File: config.mk
export PLATFORM = sky130hd
export DESIGN_NAME = mult8x8_datapath_flat
export DESIGN_NICKNAME = d
export VERILOG_FILES = /design/src/rtl/mult8x8_datapath_pkg.sv /design/src/rtl/mult8x8_datapath_if.sv /design/src/rtl/mult8x8_datapath_mult4x4.sv /design/src/rtl/mult8x8_datapath.sv /design/src/flat_wrapper.sv
export SDC_FILE = /design/constraint.sdc
export NUM_CORES = 1
export LEC_CHECK = 0
export ABC_AREA = 0
export CORE_ASPECT_RATIO = 2
export CORE_UTILIZATION = 52
export CTS_CLUSTER_DIAMETER = 60
export DETAILED_ROUTE_END_ITERATION = 10
export GPL_TIMING_DRIVEN = 0
export PLACE_DENSITY = 0.88
export SLEW_MARGIN = 20
export SYNTH_ARGS = -nofsm -noshare
export SYNTH_HDL_FRONTEND = slang
export SYNTH_SLANG_ARGS = --single-unit
File: constraint.sdc
create_clock -name clk -period 2.9 [get_ports clk]
set_input_delay 0.87 -clock clk [delete_from_list [all_inputs] [get_ports clk]]
set_output_delay 0.87 -clock clk [all_outputs]
set_load 0.03 [all_outputs]
File: src/rtl/mult8x8_datapath_pkg.sv
// Shared encodings for the 8x8 sequential multiplier datapath and its controller.
package mult8x8_datapath_pkg;

  localparam int unsigned DataWidth = 8;
  localparam int unsigned ProdWidth = 2 * DataWidth;

  typedef enum logic [1:0] {
    SEL_LL = 2'b00,
    SEL_LH = 2'b01,
    SEL_HL = 2'b10,
    SEL_HH = 2'b11
  } input_sel_e;

  typedef enum logic [1:0] {
    SHIFT_0   = 2'b00,
    SHIFT_4   = 2'b01,
    SHIFT_8   = 2'b10,
    SHIFT_BAD = 2'b11
  } shift_sel_e;

  // Controller state codes; the datapath itself never decodes these.
  typedef enum logic [2:0] {
    CtlIdle,
    CtlLsb,
    CtlMid,
    CtlMsb,
    CtlDone,
    CtlErr
  } ctl_state_e;

  // The only shift that is legal alongside each nibble-pair select.
  function automatic shift_sel_e legal_shift(input logic [1:0] sel);
    case (sel)
      SEL_LL:  return SHIFT_0;
      SEL_LH:  return SHIFT_4;
      SEL_HL:  return SHIFT_4;
      default: return SHIFT_8;
    endcase
  endfunction

endpackage

File: src/rtl/mult8x8_datapath_if.sv
// Command/status bundle between the multiplier controller/host and the datapath.
interface mult8x8_datapath_if;
  import mult8x8_datapath_pkg::*;

  logic                 start;
  logic [DataWidth-1:0] dataa;
  logic [DataWidth-1:0] datab;
  logic                 clk_ena;
  logic                 sclr_n;
  logic [1:0]           input_sel;
  logic [1:0]           shift_sel;
  logic                 done;
  logic [1:0]           count;
  logic [ProdWidth-1:0] product;
  logic [ProdWidth-1:0] result;
  logic                 result_valid;
  logic                 seq_err;

  modport master (
    output start, dataa, datab, clk_ena, sclr_n, input_sel, shift_sel, done,
    input  count, product, result, result_valid, seq_err
  );

  modport slave (
    input  start, dataa, datab, clk_ena, sclr_n, input_sel, shift_sel, done,
    output count, product, result, result_valid, seq_err
  );

endinterface

File: src/rtl/mult8x8_datapath_mult4x4.sv
// Combinational unsigned 4x4 -> 8 multiplier forming one partial product.
module mult8x8_datapath_mult4x4 (
  input  logic [3:0] a_i,
  input  logic [3:0] b_i,
  output logic [7:0] p_o
);

  always_comb begin
    p_o = {4'b0000, a_i} * {4'b0000, b_i};
  end

endmodule

File: src/rtl/mult8x8_datapath.sv
// Datapath for the sequential 8x8 multiplier: nibble mux, 4x4 multiply, shift,
// accumulate, step counter, result capture and step-order checking.
module mult8x8_datapath
  import mult8x8_datapath_pkg::*;
#(
  parameter int unsigned WIDTH = 8
) (
  input  logic              clk,
  input  logic              reset_a,
  mult8x8_datapath_if.slave bus
);

  localparam int unsigned Nib = WIDTH / 2;

  logic [Nib-1:0]     op_a, op_b;
  logic [WIDTH-1:0]   pp;
  logic [2*WIDTH-1:0] pp_ext, shifted;
  logic               step_bad, first_ok, set_err, clr_err;

  logic [1:0]         count_q, count_d;
  logic [2*WIDTH-1:0] product_q, product_d;
  logic [2*WIDTH-1:0] result_q, result_d;
  logic               valid_q, valid_d;
  logic               err_q, err_d;
  logic               final_q, final_d;

  always_comb begin
    op_a = bus.input_sel[1] ? bus.dataa[WIDTH-1:Nib] : bus.dataa[Nib-1:0];
    op_b = bus.input_sel[0] ? bus.datab[WIDTH-1:Nib] : bus.datab[Nib-1:0];
  end

  mult8x8_datapath_mult4x4 u_mult4x4 (
    .a_i (op_a),
    .b_i (op_b),
    .p_o (pp)
  );

  always_comb begin
    pp_ext = {{WIDTH{1'b0}}, pp};
    case (bus.shift_sel)
      SHIFT_4: shifted = pp_ext << Nib;
      SHIFT_8: shifted = pp_ext << WIDTH;
      default: shifted = pp_ext;
    endcase
  end

  always_comb begin
    step_bad = bus.sclr_n ? (bus.input_sel != count_q) : (bus.input_sel != SEL_LL);
    step_bad = step_bad | (bus.shift_sel != legal_shift(bus.input_sel));
    first_ok = !bus.sclr_n && (bus.input_sel == SEL_LL) && (bus.shift_sel == SHIFT_0);
    // count has already wrapped to 0 when done arrives, so done is qualified by
    // whether the previous step was the fourth (taken at count 3).
    set_err  = (bus.clk_ena && !bus.start && step_bad) || (bus.done && !final_q);
    clr_err  = bus.clk_ena && first_ok;
  end

  always_comb begin
    product_d = product_q;
    count_d   = count_q;
    final_d   = final_q;
    result_d  = result_q;
    valid_d   = valid_q;
    err_d     = err_q;

    if (bus.clk_ena) begin
      product_d = bus.sclr_n ? product_q + shifted : shifted;
    end

    if (bus.start) begin
      count_d = 2'd0;
      final_d = 1'b0;
    end else if (bus.clk_ena) begin
      count_d = bus.sclr_n ? count_q + 2'd1 : 2'd1;
      final_d = bus.sclr_n && (count_q == 2'd3);
    end

    if (bus.clk_ena && !bus.sclr_n) begin
      valid_d = 1'b0;
    end
    if (bus.done && final_q) begin
      result_d = product_q;
      valid_d  = 1'b1;
    end

    if (set_err) begin
      err_d = 1'b1;
    end else if (clr_err) begin
      err_d = 1'b0;
    end
  end

  always_ff @(posedge clk or negedge reset_a) begin
    if (!reset_a) begin
      count_q   <= '0;
      product_q <= '0;
      result_q  <= '0;
      valid_q   <= 1'b0;
      err_q     <= 1'b0;
      final_q   <= 1'b0;
    end else begin
      count_q   <= count_d;
      product_q <= product_d;
      result_q  <= result_d;
      valid_q   <= valid_d;
      err_q     <= err_d;
      final_q   <= final_d;
    end
  end

  assign bus.count        = count_q;
  assign bus.product      = product_q;
  assign bus.result       = result_q;
  assign bus.result_valid = valid_q;
  assign bus.seq_err      = err_q;

endmodule

File: src/flat_wrapper.sv
// flat-port wrapper written by rule: the top's interface ports become plain ports
module mult8x8_datapath_flat import mult8x8_datapath_pkg::*;
#(
  parameter int unsigned WIDTH = 8
)
  (clk, reset_a, bus_start, bus_dataa, bus_datab, bus_clk_ena, bus_sclr_n, bus_input_sel, bus_shift_sel, bus_done, bus_count, bus_product, bus_result, bus_result_valid, bus_seq_err);
  mult8x8_datapath_if bus_i ();
  input  logic clk;
  input  logic reset_a;
  input wire logic [$bits(bus_i.start)-1:0] bus_start;
  input wire logic [$bits(bus_i.dataa)-1:0] bus_dataa;
  input wire logic [$bits(bus_i.datab)-1:0] bus_datab;
  input wire logic [$bits(bus_i.clk_ena)-1:0] bus_clk_ena;
  input wire logic [$bits(bus_i.sclr_n)-1:0] bus_sclr_n;
  input wire logic [$bits(bus_i.input_sel)-1:0] bus_input_sel;
  input wire logic [$bits(bus_i.shift_sel)-1:0] bus_shift_sel;
  input wire logic [$bits(bus_i.done)-1:0] bus_done;
  output wire logic [$bits(bus_i.count)-1:0] bus_count;
  output wire logic [$bits(bus_i.product)-1:0] bus_product;
  output wire logic [$bits(bus_i.result)-1:0] bus_result;
  output wire logic [$bits(bus_i.result_valid)-1:0] bus_result_valid;
  output wire logic [$bits(bus_i.seq_err)-1:0] bus_seq_err;
  assign bus_i.start = bus_start;
  assign bus_i.dataa = bus_dataa;
  assign bus_i.datab = bus_datab;
  assign bus_i.clk_ena = bus_clk_ena;
  assign bus_i.sclr_n = bus_sclr_n;
  assign bus_i.input_sel = bus_input_sel;
  assign bus_i.shift_sel = bus_shift_sel;
  assign bus_i.done = bus_done;
  assign bus_count = bus_i.count;
  assign bus_product = bus_i.product;
  assign bus_result = bus_i.result;
  assign bus_result_valid = bus_i.result_valid;
  assign bus_seq_err = bus_i.seq_err;
  mult8x8_datapath #(.WIDTH(WIDTH)) u_core (.clk(clk), .reset_a(reset_a), .bus(bus_i));
endmodule
==> results.cfg, run 1 <==
[status]
status = finished, violations left
violations = negative setup slack

[placement]
gp_congestion = 0.924
port_buffers = 60
dp_hpwl_um = 6240
dp_cells = 458
place_ws_ns = -3.32

[floorplan]
start_util = 0.547
io_pins = 62
die_x_um = 55.6
rows = 38
core_um2 = 5470
die_area_um2 = 6080
die_y_um = 109

[setup_path]
cp.depth = 20
slowest_delay_ns = 0.57
crit_chain = clkdlybuf4s15_1 > mux2i_4 > or2_4 > fa_1 > inv_2 > fa_1 > ha_1 > a21o_1 > a311o_1 > a21oi_2 > xor2_2 > o21ai_2 > ha_4 > a21o_1 > buf_4 > buf_6 > a211oi_4 > nor3_2 > a311o_1 > o221a_2
r2r_cells = 10
worst_setup_path_end_kind = flip-flop
start_kind = primary input
critical_path.top_delay_family = compound AO/OA/AOI/OAI gates
crit_arrival_ns = 5.74
crit_fanout = 3
crit_type = primary input to flip-flop
reg2reg_to = u_core.bus.product[12]
crit_start = bus_dataa[2]
critPathSlowestCell = fa_1
path_buf_inv = 4
r2r_start = u_core.bus.product[0]
critPathCapture = u_core.bus.product[11]
crit_required_ns = 3.09
rrSetupSlack_ns = 0.11

[synthesis]
synth_top_cell_by_area = dfrtp_1
synthCells = 337
async_reset_ff_frac = 1.00
synth.avg_cell_area_um2 = 8.88
seq_area_frac_synth = 0.309
syn_area_um2 = 2990
synth_top_cells_by_count = 37 x dfrtp_1, 37 x nor2_1, 33 x ha_1
synth_edf_count = 0
synthDominantCellAreaShare = 0.309
yosys.cell_types.count = 49
synth_seq_cells = 37
syn_nets = 401
ys_warn_count = 0
ys.flop_type = dfrtp_1
synth_area_leaders = dfrtp_1 31%, ha_1 14%, mux2_2 4.9%

[global_route]
use_met1 = 0.335
antenna_found_initial = 0
grt_pass1_wl_um = 17100
grt_util_all_layers = 0.374
grt_pass1_vias = 3487
use_met2 = 0.703
use_met3 = 0.0729
grt.overflow.total = 0
grt_max_degree = 20
busiest_layer = met2

[drt]
wl_per_cell_um = 25.5
drc = 0
vias_per_cell = 6.80
routed-via-count = 3477
routed_wirelength_um = 13000
first_pass_iters = 7
drt_iter0_markers = 259
drtAntennaViolNets = 0

[pwr]
p_leak_nw = 2.18
ir_worst_vdd_mv = 0.683
pwr_density_cell_nw_per_um2 = 677

[hold_path]
hp-class = flip-flop to flip-flop

[clocking]
cts_root_buf = clkbuf_8
cts_hold_buf = 0
tritoncts = done
clk_pin_slew_ns = 0.08
numCtsBuffers = 5
cts_sinks = 37
clk_path_buf_depth = 2
cts_max_level = 2
clock_latency_ns = 0.30

[layout]
nets = 515
layout.cells.non_filler = 511
antenna_cells = 0
syn_to_final_growth_pct = 60.8
layout-drive-gt1-share = 0.353

[sta]
rsz0062_at_grt = true
fmax_ghz = 0.180
fin_skew_ns = 0.00861
setup_ws_ns = -2.65
worstMarginPinSlew_ns = 0.806
post-route-period-util = 1.91
holdWs_ns = 0.501
setup_viol = 15
hold_viol = 0
slew_viol_final = 0
min_period_ns = 5.55
max_slew_margin = 0.462

[flow_run]
drv_cap = 0
[area by class of cell]
type,count,area [µm²]
well taps,60,75.1
multi-input cells,262,2510
repair buffers,109,1070
flip-flops and latches,37,926
fillers,234,656
inverters,27,101
clock buffers,7,86.3
plain buffers,9,37.5
[how the worst min path moves through the flow]
stage                                  startpoint                      end  depth (start not counted)
final                       u_core.bus.result[12]    u_core.bus.result[12]                          2
after global routing        u_core.bus.result[10]    u_core.bus.result[10]                          1
after CTS                   u_core.bus.result[15]    u_core.bus.result[15]                          2
after detailed placement    u_core.bus.result[15]    u_core.bus.result[15]                          2
after global placement    u_core.bus.result_valid  u_core.bus.result_valid                          2
after floorplan                    u_core.final_q           u_core.final_q                          2
[kinds of logic after synthesis]
logic type,Yosys count,share of synthesized area
AND/OR/NAND/NOR,101,0.151
AO/OA/AOI/OAI,79,0.175
buffers and inverters,38,0.0477
adder cells (fa/ha/maj),38,0.171
flip-flops,37,0.309
multiplexers,27,0.0957
XOR/XNOR,17,0.0497
[routing by layer]
| layer | part of all wire | wire length (µm) |
|---|---|---|
| met5 | 0 | 0 |
| met4 | 0.10 | 1330 |
| met3 | 0.081 | 1060 |
| met2 | 0.51 | 6710 |
| met1 | 0.30 | 3940 |
[worst reg2reg max path, delay by kind of cell (launching register included)]
| family | cells | cell delay (ns) |
|---|---|---|
| AOI/OAI and AO/OA | 5 | 1.23 |
| xor gates and xnor gates | 1 | 0.19 |
| adders and majority gates | 2 | 0.49 |
| buffers and inverters | 1 | 0.06 |
| DFF | 1 | 0.46 |
| and+or+nand+nor | 1 | 0.20 |
[registers in the layout, summed over array words and instances (netlist names)]
signal,count
u_core.bus.seq_err,1
u_core.final_q,1
u_core.bus.result_valid,1
u_core.bus.result,16
u_core.bus.product,16
u_core.bus.count,2
[power breakdown]
group / total [W] / internal, W / switching, W / leakage [nW]
clock network: 0.000384 / 0.000189 / 0.000196 / 0.0443
logic: 0.00218 / 0.00103 / 0.00115 / 1.65
registers: 0.000693 / 0.000589 / 0.000105 / 0.482
[cells in the final DEF (no fill, tap or decap), types with 3 or more instances in the layout]
| master | instances |
|---|---|
| clkdlybuf4s50_1 | 44 |
| dfrtp_1 | 37 |
| nor2_1 | 30 |
| nand2_1 | 27 |
| buf_4 | 26 |
| inv_1 | 22 |
| buf_6 | 22 |
| ha_1 | 18 |
| a21oi_1 | 16 |
| mux2_2 | 13 |
| ha_4 | 12 |
| a21oi_2 | 9 |
| o21ai_0 | 9 |
| xor2_1 | 8 |
| mux2i_1 | 7 |
| a21o_1 | 6 |
| mux2i_4 | 6 |
| nand3_1 | 6 |
| clkbuf_1 | 6 |
| clkbuf_8 | 6 |
| nor2_4 | 5 |
| clkdlybuf4s15_1 | 5 |
| or2_4 | 4 |
| inv_2 | 4 |
| nand2b_1 | 4 |
| o21ai_1 | 4 |
| nor3_1 | 4 |
| dlygate4sd2_1 | 4 |
| xnor2_2 | 3 |
| buf_1 | 3 |
| nor3_2 | 3 |
| fa_1 | 3 |
| ha_2 | 3 |
| clkbuf_2 | 3 |
[metrics by stage]
stage / setup TNS (ns) / total power, W / instance area (µm²) / utilization
2_1_floorplan: -24.84 / 0.00153 / 3100 / -
3_3_place_gp: -37.13 / 0.00185 / 3780 / 0.691
3_5_place_dp: -38.04 / 0.00191 / 3800 / 0.695
4_1_cts: -27.67 / 0.00269 / 4510 / 0.825
5_1_grt: -31.22 / 0.00338 / 4810 / 0.880
6_report: -29.98 / 0.00326 / 4810 / 0.880
[repair_timing]
action,4_1_cts,5_1_grt
gates cloned,0,0
buffers inserted,38,24
pin swaps,43,60
gates resized for setup,94,81
endpoints found under the setup margin,15,15
(Power assumes the default switching activity.)
==> run 2: changes to the inputs <==
--- a/config.mk
+++ b/config.mk
@@ -7,6 +7,7 @@
 export LEC_CHECK = 0
 export ABC_AREA = 0
 export CORE_ASPECT_RATIO = 2
+export CORE_MARGIN = 2
 export CORE_UTILIZATION = 52
 export CTS_CLUSTER_DIAMETER = 60
 export DETAILED_ROUTE_END_ITERATION = 10
==> run 2 against run 1 <==
The run still ends with negative setup slack left. Sequential share of layout area is 0.50 points higher. Via count is 4.0% lower. Register-to-register slack improved by 0.11 ns. Global-route usage decreased by 3.2 points. Largest cell class unchanged. Highest routed layer unchanged.
==> results.cfg, run 2 (same netlist as run 1, synthesis figures left out) <==
[clocking]
tritoncts = done
clk_pin_slew_ns = 0.06
clock_latency_ns = 0.29
numCtsBuffers = 5
clk_path_buf_depth = 2
cts_sinks = 37
cts_max_level = 2
cts_root_buf = clkbuf_16
cts_hold_buf = 0

[layout]
nets = 509
antenna_cells = 0
final_common_cell = clkdlybuf4s50_1
layout_common_cells = 43 x clkdlybuf4s50_1, 37 x dfrtp_1, 36 x buf_4
syn_to_final_growth_pct = 56.7
layout-drive-gt1-share = 0.332

[global_route]
grt_util_all_layers = 0.342
grt_max_degree = 32
grt_pass1_wl_um = 16700
antenna_found_initial = 0
grt.overflow.total = 0
grt_pass1_vias = 3478

[pwr]
clkPwrFrac = 0.170
pwr_density_cell_nw_per_um2 = 685
power_frac_seq = 0.217
p_int_w = 0.00181
p_leak_nw = 2.15
p_comb_frac = 0.614
ir_worst_vdd_mv = 0.661
power_switching_w = 0.00140
p_sw_frac = 0.435
p_total_w = 0.00321

[drt]
drc = 0
routed-via-count = 3338
drt_iter0_markers = 239
routed_wirelength_um = 11700
drtAntennaViolNets = 0
vias_per_cell = 6.58
first_pass_iters = 8
wl_per_cell_um = 23.1

[floorplan]
die_area_um2 = 6420
die_x_um = 57.6
io_pins = 62
rows = 39
die_y_um = 111
core_um2 = 5610
start_util = 0.533

[setup_path]
path_buf_inv = 3
start_kind = primary input
crit_arrival_ns = 5.56
crit_chain = buf_12 > mux2i_4 > or2_4 > fa_1 > inv_2 > fa_1 > ha_1 > a21o_1 > a311o_1 > a21oi_2 > xor2_2 > buf_4 > o21ai_4 > ha_4 > a21o_4 > a211o_1 > o21ai_2 > o21a_2 > o211ai_2 > a222oi_1
cp.depth = 20
cpMostUsedCell = fa_1
worst_setup_path_end_kind = flip-flop
slowest_delay_ns = 0.57
critPathSlowestCell = fa_1
r2r_cells = 10
crit_required_ns = 3.07
crit_fanout = 5
crit_type = primary input to flip-flop
critical_path.top_delay_family = compound AO/OA/AOI/OAI gates

[status]
violations = negative setup slack
status = finished, violations left

[placement]
port_buffers = 60
gp_congestion = 0.934
dp_hpwl_um = 6230

[sta]
fin_skew_ns = 0.00721
max_slew_margin = 0.512
min_period_ns = 5.39
fmax_ghz = 0.186
holdWs_ns = 0.421
setup_viol = 14
post-route-period-util = 1.86
slew_viol_final = 0
hold_viol = 0
worstMarginPinSlew_ns = 0.731
setup_ws_ns = -2.49
rsz0062_at_grt = true

[hold_path]
hp-class = primary input to asynchronous set/reset pin

[flow_run]
drv_cap = 0
## run 2: area by class of cell
type                       instances  area, µm²
clock buffer                       5        125
timing repair buffer             103        951
clock inverter                     3       17.5
fill                             275        921
sequential                        37        926
inverter                          27        101
multi-input combinational        262       2450
buffer                             9       43.8
tap                               61       76.3
## run 2: path summary, 6_finish.rpt
| check | slack [ns] | start | endpoint |
|---|---|---|---|
| setup / recovery | -2.49 | bus_input_sel[0] | u_core.bus.product[15] |
| hold reg to reg | 0.50 | u_core.bus.result_valid | u_core.bus.result_valid |
| hold / removal | 0.42 | reset_a | u_core.bus.result[0] |
| min in group clk | 0.50 | u_core.bus.result_valid | u_core.bus.result_valid |
| max in group asynchronous | 2.04 | reset_a | u_core.bus.count[1] |
| setup reg to reg | 0.22 | u_core.bus.product[0] | u_core.bus.product[14] |
## run 2: worst reg2reg max path, delay by kind of cell, from the launching register on
kind	cells	cell delay [ns]
AO/OA/AOI/OAI	5	1.08
adder cells (fa/ha/maj)	2	0.63
buffers and inverters	1	0.06
flip-flops	1	0.43
multiplexers	1	0.13
AND/OR/NAND/NOR	1	0.23
## run 2: through the flow
step	setup WS, ns	setup TNS, ns	area (µm²)	utilization	std cells
finish	-2.49	-26.97	4690	0.836	507
global route	-2.59	-28.44	4690	0.836	507
CTS	-2.55	-27.47	4450	0.792	497
detailed placement	-3.40	-38.88	3790	0.676	459
global placement	-3.19	-36.25	3780	0.674	458
floorplan	-2.36	-24.84	3100	-	337
## run 2: timing repair
action | 4_1_cts | 5_1_grt
endpoints found under the setup margin | 15 | 15
buffers inserted | 30 | 12
resized for setup | 76 | 50
pin swaps | 44 | 39
## run 2: power by group through the flow
| stage | sequential (W) | clock [W] | combinational [W] |
|---|---|---|---|
| after floorplan | 0.000809 | 0 | 0.000721 |
| after global placement | 0.000671 | 0 | 0.00117 |
| after detailed placement | 0.000681 | 0 | 0.00124 |
| after CTS | 0.000679 | 0.000542 | 0.00158 |
| after global routing | 0.000702 | 0.000562 | 0.00205 |
| final | 0.000696 | 0.000545 | 0.00197 |
## run 2: per-layer routing
layer / global-route usage / part of all wire / up-vias
met1: 0.375 / 0.34 / 1597
met4: 0.250 / 0.083 / 0
met2: 0.557 / 0.50 / 255
met5: 0 / 0 / -
li1: - / - / 1390
met3: 0.0735 / 0.079 / 96
==> run 3: changes to the inputs <==
--- a/config.mk
+++ b/config.mk
@@ -6,6 +6,7 @@
 export NUM_CORES = 1
 export LEC_CHECK = 0
 export ABC_AREA = 0
+export CAP_MARGIN = 20
 export CORE_ASPECT_RATIO = 2
 export CORE_MARGIN = 2
 export CORE_UTILIZATION = 52
==> results of run 3 <==
Final layout, timing and power as in run 2 (identical DEF).
